### src/rtl/rs_pkg.sv
// Shared constants and FSM encoding for the RS output stage.
package rs_pkg;

  localparam int         RS_CW_WORDS = 24;
  localparam int         RS_BLK_W    = 66;
  localparam logic [1:0] RS_SH_DATA  = 2'b01;
  localparam logic [1:0] RS_SH_CTRL  = 2'b10;

  typedef enum logic [1:0] {
    ST_IDLE = 2'd0,
    ST_POP  = 2'd1,
    ST_GAP  = 2'd2
  } rs_state_e;

  function automatic logic [1:0] rs_sync_hdr(input logic isos);
    return isos ? RS_SH_CTRL : RS_SH_DATA;
  endfunction

endpackage

### src/rtl/rs_blk_fifo.sv
// Synchronous FIFO with registered first-word-fall-through output.
module rs_blk_fifo #(
  parameter int WIDTH = 66,
  parameter int DEPTH = 32,
  parameter int AW    = 5
) (
  input  logic             clk,
  input  logic             rstn,
  input  logic             wr_en,
  input  logic [WIDTH-1:0] wr_data,
  input  logic             rd_en,
  output logic             empty,
  output logic             wr_drop,
  output logic [WIDTH-1:0] rd_data
);

  logic [WIDTH-1:0] mem_q [DEPTH];
  logic [WIDTH-1:0] mem_d [DEPTH];
  logic [AW:0]      wr_ptr_q, wr_ptr_d;
  logic [AW:0]      rd_ptr_q, rd_ptr_d;
  logic [WIDTH-1:0] dout_q, dout_d;
  logic             full, rd_fire, wr_fire;

  assign empty   = (wr_ptr_q == rd_ptr_q);
  assign full    = (wr_ptr_q[AW] != rd_ptr_q[AW]) && (wr_ptr_q[AW-1:0] == rd_ptr_q[AW-1:0]);
  assign rd_fire = rd_en & ~empty;
  // A read in the same cycle frees the slot, so a write into a full FIFO is still accepted.
  assign wr_fire = wr_en & (~full | rd_fire);
  assign wr_drop = wr_en & full & ~rd_fire;
  assign rd_data = dout_q;

  always_comb begin
    mem_d    = mem_q;
    wr_ptr_d = wr_ptr_q;
    rd_ptr_d = rd_ptr_q;
    if (wr_fire) begin
      mem_d[wr_ptr_q[AW-1:0]] = wr_data;
      wr_ptr_d                = wr_ptr_q + 1'b1;
    end
    if (rd_fire) rd_ptr_d = rd_ptr_q + 1'b1;
    // The entry being written becomes the new head when the FIFO is (or just went) empty.
    if (wr_fire && (rd_ptr_d == wr_ptr_q)) dout_d = wr_data;
    else                                    dout_d = mem_q[rd_ptr_d[AW-1:0]];
  end

  always_ff @(posedge clk or negedge rstn) begin
    if (!rstn) begin
      for (int i = 0; i < DEPTH; i++) mem_q[i] <= '0;
      wr_ptr_q <= '0;
      rd_ptr_q <= '0;
      dout_q   <= '0;
    end else begin
      mem_q    <= mem_d;
      wr_ptr_q <= wr_ptr_d;
      rd_ptr_q <= rd_ptr_d;
      dout_q   <= dout_d;
    end
  end

endmodule

### src/rtl/rs_blk_out.sv
// RS output stage: schedules 24-word pop bursts and rebuilds 66-bit blocks.
// Optional statistics counters are enabled with RS_BLK_OUT_STAT_EN.
//   state | meaning
//   IDLE  | no burst; wait for a pending codeword and enough FIFO credit
//   POP   | pop_data_ena high, one word per cycle for CW_WORDS cycles
//   GAP   | one cycle with pop_data_ena low; may re-arm straight into POP
module rs_blk_out
  import rs_pkg::*;
#(
  parameter int CW_WORDS   = RS_CW_WORDS,
  parameter int FIFO_DEPTH = 32,
  parameter int FIFO_AW    = 5
) (
  input  logic                clk,
  input  logic                rstn,
  input  logic                cw_done,
  output logic                pop_data_ena,
  input  logic                rs_pop_data_vld,
  input  logic [63:0]         rs_pop_data,
  input  logic                rs_pop_isos,
  output logic                blk_vld,
  output logic [RS_BLK_W-1:0] blk_data,
  input  logic                blk_rdy,
  output logic                pair_err,
  output logic                ovf_err
`ifdef RS_BLK_OUT_STAT_EN
  ,
  output logic [31:0]         stat_blk_cnt,
  output logic [15:0]         stat_pair_err_cnt
`endif
);

  localparam int CNT_W = $clog2(CW_WORDS);

  rs_state_e        state_q, state_d;
  logic [1:0]       pend_q, pend_d;
  logic [FIFO_AW:0] rsv_q, rsv_d;
  logic [CNT_W-1:0] pop_cnt_q, pop_cnt_d;
  logic [CNT_W-1:0] wr_idx_q, wr_idx_d;
  logic             pop_ena_q, pop_ena_d;
  logic             isos_lat_q, isos_lat_d;
  logic             pair_err_q, pair_err_d;
  logic             ovf_q, ovf_d;
  logic             fifo_empty, wr_drop, blk_fire, credit_ok, start;

  assign blk_vld      = ~fifo_empty;
  assign blk_fire     = blk_vld & blk_rdy;
  assign pop_data_ena = pop_ena_q;
  assign pair_err     = pair_err_q;
  assign ovf_err      = ovf_q;

  // Reserved entries include words still in flight, so a burst only starts when all 24 fit.
  assign credit_ok = (rsv_q <= (FIFO_AW+1)'(FIFO_DEPTH - CW_WORDS));
  assign start     = ((state_q == ST_IDLE) || (state_q == ST_GAP)) && (pend_q != 2'd0) && credit_ok;

  always_comb begin
    state_d   = state_q;
    pop_cnt_d = pop_cnt_q;
    case (state_q)
      ST_IDLE: if (start) begin
        state_d   = ST_POP;
        pop_cnt_d = '0;
      end
      ST_POP: begin
        pop_cnt_d = pop_cnt_q + 1'b1;
        if (pop_cnt_q == CNT_W'(CW_WORDS - 1)) state_d = ST_GAP;
      end
      ST_GAP: begin
        state_d   = start ? ST_POP : ST_IDLE;
        pop_cnt_d = '0;
      end
      default: state_d = ST_IDLE;
    endcase
    pop_ena_d = (state_d == ST_POP);
  end

  always_comb begin
    pend_d = pend_q;
    ovf_d  = ovf_q | wr_drop;
    case ({cw_done, start})
      2'b10: if (pend_q == 2'd3) ovf_d = 1'b1;
             else                pend_d = pend_q + 2'd1;
      2'b01: pend_d = pend_q - 2'd1;
      default: ;
    endcase

    rsv_d = rsv_q;
    case ({pop_ena_q, blk_fire})
      2'b10:   rsv_d = rsv_q + 1'b1;
      2'b01:   rsv_d = rsv_q - 1'b1;
      default: ;
    endcase

    wr_idx_d   = wr_idx_q;
    isos_lat_d = isos_lat_q;
    pair_err_d = 1'b0;
    if (rs_pop_data_vld) begin
      wr_idx_d = (wr_idx_q == CNT_W'(CW_WORDS - 1)) ? '0 : wr_idx_q + 1'b1;
      if (!wr_idx_q[0]) isos_lat_d = rs_pop_isos;
      else              pair_err_d = (rs_pop_isos != isos_lat_q);
    end
  end

  always_ff @(posedge clk or negedge rstn) begin
    if (!rstn) begin
      state_q    <= ST_IDLE;
      pend_q     <= '0;
      rsv_q      <= '0;
      pop_cnt_q  <= '0;
      wr_idx_q   <= '0;
      pop_ena_q  <= 1'b0;
      isos_lat_q <= 1'b0;
      pair_err_q <= 1'b0;
      ovf_q      <= 1'b0;
    end else begin
      state_q    <= state_d;
      pend_q     <= pend_d;
      rsv_q      <= rsv_d;
      pop_cnt_q  <= pop_cnt_d;
      wr_idx_q   <= wr_idx_d;
      pop_ena_q  <= pop_ena_d;
      isos_lat_q <= isos_lat_d;
      pair_err_q <= pair_err_d;
      ovf_q      <= ovf_d;
    end
  end

  rs_blk_fifo #(
    .WIDTH (RS_BLK_W),
    .DEPTH (FIFO_DEPTH),
    .AW    (FIFO_AW)
  ) u_fifo (
    .clk     (clk),
    .rstn    (rstn),
    .wr_en   (rs_pop_data_vld),
    .wr_data ({rs_sync_hdr(rs_pop_isos), rs_pop_data}),
    .rd_en   (blk_rdy),
    .empty   (fifo_empty),
    .wr_drop (wr_drop),
    .rd_data (blk_data)
  );

`ifdef RS_BLK_OUT_STAT_EN
  logic [31:0] stat_blk_q, stat_blk_d;
  logic [15:0] stat_pe_q, stat_pe_d;

  always_comb begin
    stat_blk_d = stat_blk_q + 32'(blk_fire);
    stat_pe_d  = stat_pe_q + 16'(pair_err_q);
  end

  always_ff @(posedge clk or negedge rstn) begin
    if (!rstn) begin
      stat_blk_q <= '0;
      stat_pe_q  <= '0;
    end else begin
      stat_blk_q <= stat_blk_d;
      stat_pe_q  <= stat_pe_d;
    end
  end

  assign stat_blk_cnt      = stat_blk_q;
  assign stat_pair_err_cnt = stat_pe_q;
`endif

endmodule

### config.mk
export PLATFORM = sky130hd
export DESIGN_NAME = rs_blk_out
export DESIGN_NICKNAME = d
export VERILOG_FILES = /design/src/rtl/rs_pkg.sv /design/src/rtl/rs_blk_fifo.sv /design/src/rtl/rs_blk_out.sv
export SDC_FILE = /design/constraint.sdc
export NUM_CORES = 2
export LEC_CHECK = 0
export ABC_AREA = 1
export ABC_CLOCK_PERIOD_IN_PS = 3400
export BUFFER_PORTS_ARGS = -buffer_cell sky130_fd_sc_hd__buf_2
export CORE_ASPECT_RATIO = 1.2
export CORE_MARGIN = 2
export CORE_UTILIZATION = 50
export CTS_CLUSTER_DIAMETER = 150
export DETAILED_ROUTE_END_ITERATION = 10
export PLACE_DENSITY = 0.66
export SETUP_SLACK_MARGIN = 0.15
export SYNTH_ARGS = -nofsm -noshare
export SYNTH_HDL_FRONTEND = slang
export SYNTH_SLANG_ARGS = --single-unit
### constraint.sdc
create_clock -name clk -period 3.4 [get_ports clk]
set_input_delay 0.34 -clock clk [delete_from_list [all_inputs] [get_ports clk]]
set_output_delay 0.34 -clock clk [all_outputs]
set_load 0.05 [all_outputs]
; ---- After elaboration in Yosys (flattened, before gate mapping)
; Index checks and enable logic that the tools add are counted.
[word_totals]
out_inout_bits = 70
n_memories = 0
latch_bits = 0
mem_bits_rw = 0
reg_bits = 2214
inputBits = 70
romBits = 0
[classes]
shift = 0
muxes = 23
n_reduce_logical = 14
mul = 0
n_addsub = 8
n_lt_le_gt_ge = 4
n_eq_ne = 17
bitwise = 12
div = 0
[op_table]
columns = op, n
row1 = 2112-bit bitwise mux, 1
row2 = 66-bit binary-select mux with 5-bit select, 1
row3 = 66-bit demux with 5-bit select, 1
row4 = 66-bit two-way mux, 4
row5 = 6-bit by 1-bit adder with 6-bit output (second input constant), 3
row6 = 5-bit case mux with 3 select lines, 1
row7 = 6-bit == test, 2
row8 = 6-bit greater-or-equal comparator (second input constant), 2
row9 = 5-bit inverter with 6-bit output, 2
row10 = 6-bit case mux with 2 select lines, 1
row11 = 5-bit by 1-bit adder with 5-bit output (second input constant), 2
row12 = 5-bit == test (second input constant), 2
row13 = 5-bit two-way mux, 2
row14 = 2-bit by 1-bit == test with 1-bit output (second input constant), 4
row15 = 2-bit == test (second input constant), 4
row16 = 2-bit two-way mux, 4
row17 = 6-bit by 4-bit <= comparator with 1-bit output (second input constant), 1
row18 = 6-bit by 1-bit < comparator with 1-bit output (second input constant), 1
row19 = 6-bit two-way mux, 1
row20 = 2-bit case mux with 3 select lines, 1
row21 = 2-bit AND reduction, 3
row22 = 2-bit nonzero test, 3
row23 = 6-bit by 1-bit subtractor with 6-bit output (second input constant), 1
row24 = 5-bit == test, 1
row25 = 13 further kinds, 30

; ---- Depth between registers and ports, before layout
[depth]
depth_word = 9
depth_mapped = 21

; ---- Cells and area by module
; Synthesis repeated with hierarchy kept, for this count alone.
[hier_totals]
hier_cells = 14304
hier_area_um2 = 108180.0
[modules_own_cells]
columns = module, area_per_inst_um2, seq_area_each_um2, cells_per_inst, instances
row1 = rs_blk_fifo, 106872.5, 54802.6, 14140, 1
row2 = rs_blk_out, 1307.5, 600.6, 164, 1

; ---- Worst setup path after synthesis
; Ideal clock, no wire load.
[synth_timing]
kind = reg-to-reg
start = register u_fifo.wr_ptr_q[2]
end = register rsv_q[4]
setup_ns = 0.125
slack_ns = 0.483
period_less_slack_ns = 2.917
t_arrival_ns = 2.792
n_path_buf = 2
path_stages_with_launch = 22
cell_sequence = dfrtp_1 > buf_2 > inv_2 > nand2_1 > nand2_1 > nor2_1 > nand3_2 > nand2_4 > inv_4 > ha_1 > clkbuf_1 > xnor2_1 > inv_1 > ha_1 > nor2_1 > or2_2 > nand2_1 > nand2_1 > nand2_1 > o21ai_0 > a21oi_1 > a21oi_1
[synth_between]
elab_chain_cells = 5
word_cells_on_any_way = 7
cone_classes = eq/ne (3) / mux (1) / bitwise (2) / reduce/logical (1)
[synth_lines]
columns = element, line_no
row1 = "start, declared", rs_blk_fifo.sv:19  ; logic [AW:0] wr_ptr_q, wr_ptr_d;
row2 = "start signal, assigned", rs_blk_fifo.sv:54  ; wr_ptr_q <= wr_ptr_d;
row3 = 6-bit == test (*), rs_blk_fifo.sv:24  ; assign empty = (wr_ptr_q == rd_ptr_q);
row4 = 1-bit inverter (*), rs_blk_out.sv:46  ; assign blk_vld = ~fifo_empty;
row5 = via blk_vld, rs_blk_out.sv:21  ; output logic blk_vld,
row6 = 1-bit AND (*), rs_blk_out.sv:47  ; assign blk_fire = blk_vld & blk_rdy;
row7 = 2-bit by 1-bit == test with 1-bit output or 2-bit == test (tied branches), rs_blk_out.sv:88  ; case ({pop_ena_q, blk_fire})
row8 = 6-bit case mux with 2 select lines or 2-bit nonzero test (tied branches), n/a
row9 = "end signal, assigned", rs_blk_out.sv:118  ; rsv_q <= rsv_d;
row10 = "end, declared", rs_blk_out.sv:37  ; logic [FIFO_AW:0] rsv_q, rsv_d;
; The timed path passes the listed nets; every way through them passes the cells marked *.
; A chain may end at the register's enable or synchronous reset.

; ---- Final worst setup path
[layout_timing]
start = register u_fifo.rd_ptr_q[3]
end = register u_fifo.dout_q[34], in the netlist u_fifo.rd_data[34]
[layout_between]
elab_chain_cells = 9
word_cells_on_any_way = 17
cone_classes = add/sub (1) / eq/ne (3) / mux (5) / bitwise (6) / reduce/logical (2)
[layout_lines]
columns = element, line_no
row1 = "start, declared", rs_blk_fifo.sv:20  ; logic [AW:0] rd_ptr_q, rd_ptr_d;
row2 = "start signal, assigned", rs_blk_fifo.sv:55  ; rd_ptr_q <= rd_ptr_d;
row3 = "parallel branches: the longest is 8 deep, another holds 6-bit by 1-bit adder with 6-bit output", n/a
row4 = 66-bit two-way mux (*), rs_blk_fifo.sv:42  ; if (wr_fire && (rd_ptr_d == wr_ptr_q)) dout_d = wr_data;
row5 = via u_fifo.dout_d[34], rs_blk_fifo.sv:21  ; logic [WIDTH-1:0] dout_q, dout_d;
row6 = "end signal, assigned", rs_blk_fifo.sv:56  ; dout_q <= dout_d;
row7 = "end, declared", rs_blk_fifo.sv:21
; Mark *: on every way through the listed nets, which the timed path passes. The select of a mux whose other input is x is not followed.

==> results.toml <==
[worst_setup_path]
startpoint_type = "register"
worstPathMaxFanout = 80
required_ns = 4.17
arrival_ns = 3.90
cp_common_cell = "nand2_1"
criticalPathCategory = "reg2reg"
end_kind = "register"
cpMaxStageDelayCell = "dfrtp_1"
critical_path.cell_chain = "inv_1 -> nand2_1 -> nand2_1 -> nor2_1 -> nand3_2 -> nand2_4 -> inv_4 -> nand2_1 -> nand2_1 -> nand2_4 -> buf_4 -> buf_12 -> nand3_1 -> nand3_1 -> nand3_1 -> nand3_1 -> nand2_1"
crit_path_max_incr_delay_ns = 0.44

[drt]
wl_per_cell_um = 22.2
drt_wl_total_um = 363000
drtAntennaViolNets = 0
drc_errors = 0
via_count = 95800
drt_iter0_markers = 12600
via_per_inst = 5.88
dr.pass1.iters = 8

[pwr]
leakage_nw = 56.9
ir_drop_uv = 1020
power_w = 0.123
power.density_nw_per_um2 = 1020

[synth]
syn-instance-count = 13700
syn-num-nets = 13800
syn_area_um2 = 108000
yosys_warnings = 0
ys_top_cells_by_count = "nand2_1 (3384), nand3_1 (2347), dfrtp_1 (2214)"
ys_ff_latch = 2214
async_flop_share_pct = 100
synth_edf_count = 0
syn_avg_cell_area_um2 = 7.87
yosysSeqAreaShare_pct = 51.5
ys_types = 38
yosysTopAreaCell = "dfrtp_1"
ys.flop_type = "dfrtp_1"
synthTopCellsByArea = "dfrtp_1 (51%), nand2_1 (12%), nand3_1 (11%)"
synth_top_area_share_pct = 51.5
yosysMostFrequentCell = "nand2_1"

[cts]
cts_buffers = 224
clk_pin_slew_ns = 0.07
post_cts_buffers = 0
clockRootBuffer = "clkbuf_16"
max-clock-path-buffers = 3
cts_tree = "done"
cts_sinks = 2214
htree_levels = 4
clk_latency_ns = 0.90

[sta]
setup_violations = 0
hold_viol = 0
final.setup.worst_slack_ns = 0.278
slew-limit-headroom_pct = 45.3
fin_skew_ns = 0.0366
drv_slew = 0
hold_ws_ns = 0.115
period_needed_ns = 3.12
tightest_slew_ns = 0.821
finalCritPeriodShare_pct = 91.8
setup-tns-final_ns = 0
rsz0062_at_grt = "yes"
fmax_mhz = 320

[floorplan]
io_pins = 140
die_area_um2 = 219000
rows = 186
core_um2 = 214000
die-width_um = 428
initial_core_util_pct = 50.3
die_height_um = 512

[status]
status = "complete, no violations"

[placement]
dp_hpwl_um = 204000
dpl_worst_slack_ns = 0.257
port_buffers = 139
placed_cell_area_um2 = 112000
gp_congestion = 0.874

[global_route]
grt_pass1_vias = 93200
antenna_found_initial = 15
grt_overflow = 0
grt_pass1_wl_um = 560000
grt_max_degree = 142
grt_usage_pct = 33.0

[final_layout]
final_area_um2 = 121000
area_delta_synth_final_pct = 12.2
final_layout_size_suffix_gt1_share_pct = 7.09
nets = 13400

[min_path]
hold_path.class = "in2reg"

[run]
max-cap-violations = 0
worst paths after layout:
check / from / endpoint / slack [ns] / cells after the start
hold / removal: blk_rdy / ovf_err / 0.11 / 4
max in group asynchronous: rstn / u_fifo.mem_q[303] / 1.48 / 4
setup reg to reg: u_fifo.rd_ptr_q[3] / u_fifo.rd_data[34] / 0.28 / 17
setup / recovery: u_fifo.rd_ptr_q[3] / u_fifo.rd_data[34] / 0.28 / 17
min in group asynchronous: rstn / pair_err / 0.54 / 3
hold reg to reg: u_fifo.mem_q[1334] / u_fifo.mem_q[1334] / 0.47 / 2
metrics by stage:
stage / util (%) / cells
floorplan: - / 13700
global placement: 52.5 / 15800
detailed placement: 52.5 / 15800
CTS: 56.4 / 16300
global route: 56.4 / 16300
finish: 56.4 / 16300
area by class of cell:
class | instances | area (um^2)
diodes | 6 | 15.0
clock buffers | 342 | 6700
clock inverters | 74 | 941
fillers | 19500 | 93400
inverters | 1543 | 5870
multi-input cells | 8707 | 41400
flip-flops and latches | 2214 | 55400
well taps | 2820 | 3530
repair buffers | 598 | 6800
flip-flops by register name (all words and copies together) (netlist names), 2 cells and up:
register         count
pend_q               2
pop_cnt_q            5
rsv_q                6
state_q              2
u_fifo.mem_q      2112
u_fifo.rd_data      66
u_fifo.rd_ptr_q      6
u_fifo.wr_ptr_q      6
wr_idx_q             5
kinds of logic after synthesis:
kind of cell / after synthesis / synth area share, %
simple gates: 6467 / 27.6
xor+xnor: 17 / 0.138
compound gates: 2213 / 10.4
fa+ha+maj: 10 / 0.116
buf+inv: 2761 / 10.2
flops: 2214 / 51.5
layer usage:
| layer | track usage (%) | wire [um] | vias to the layer above | share of wire, % |
|---|---|---|---|---|
| met4 | 13.7 | 16900 | 12 | 4.7 |
| li1 | - | - | 43100 | - |
| met1 | 45.0 | 145000 | 46700 | 40 |
| met2 | 52.2 | 165000 | 5070 | 46 |
| met3 | 5.55 | 35700 | 942 | 9.8 |
| met5 | 0 | 73 | - | 0.020 |
report_power, final:
part | internal [W] | switching, W | total, W
Combinational | 0.0185 | 0.0349 | 0.0534
Sequential | 0.0392 | 0.00483 | 0.0440
Clock | 0.0149 | 0.0109 | 0.0258
cells in the final DEF (no fill, tap or decap), types with 6 or more instances in the layout:
| cell type | instances |
|---|---|
| bufinv_16 | 18 |
| inv_1 | 1520 |
| buf_2 | 138 |
| dlygate4sd3_1 | 70 |
| o21a_1 | 8 |
| nor2_4 | 21 |
| nand2_1 | 3382 |
| clkbuf_8 | 59 |
| buf_4 | 190 |
| nand3_1 | 2346 |
| buf_12 | 198 |
| inv_2 | 6 |
| o21bai_1 | 25 |
| nor2_1 | 52 |
| clkbuf_16 | 227 |
| dfrtp_1 | 2209 |
| ha_1 | 10 |
| xor2_1 | 11 |
| diode_2 | 6 |
| clkbuf_1 | 56 |
| a21oi_1 | 35 |
| o21ai_1 | 182 |
| nand3b_1 | 646 |
| clkinv_2 | 38 |
| inv_6 | 18 |
| o21ai_0 | 1947 |
critical path: cells and delay by family, from the launching register on:
family                 cells  cell delay, ns
flip-flops                 1            0.44
AND/OR/NAND/NOR           13            1.54
buffers and inverters      4            0.81
repair_timing:
item,CTS,global route
setup endpoints to repair,0,22
hold buffers,70,0
hold endpoints to repair,1758,0
gates resized for setup,0,8
(Power assumes the default switching activity.)
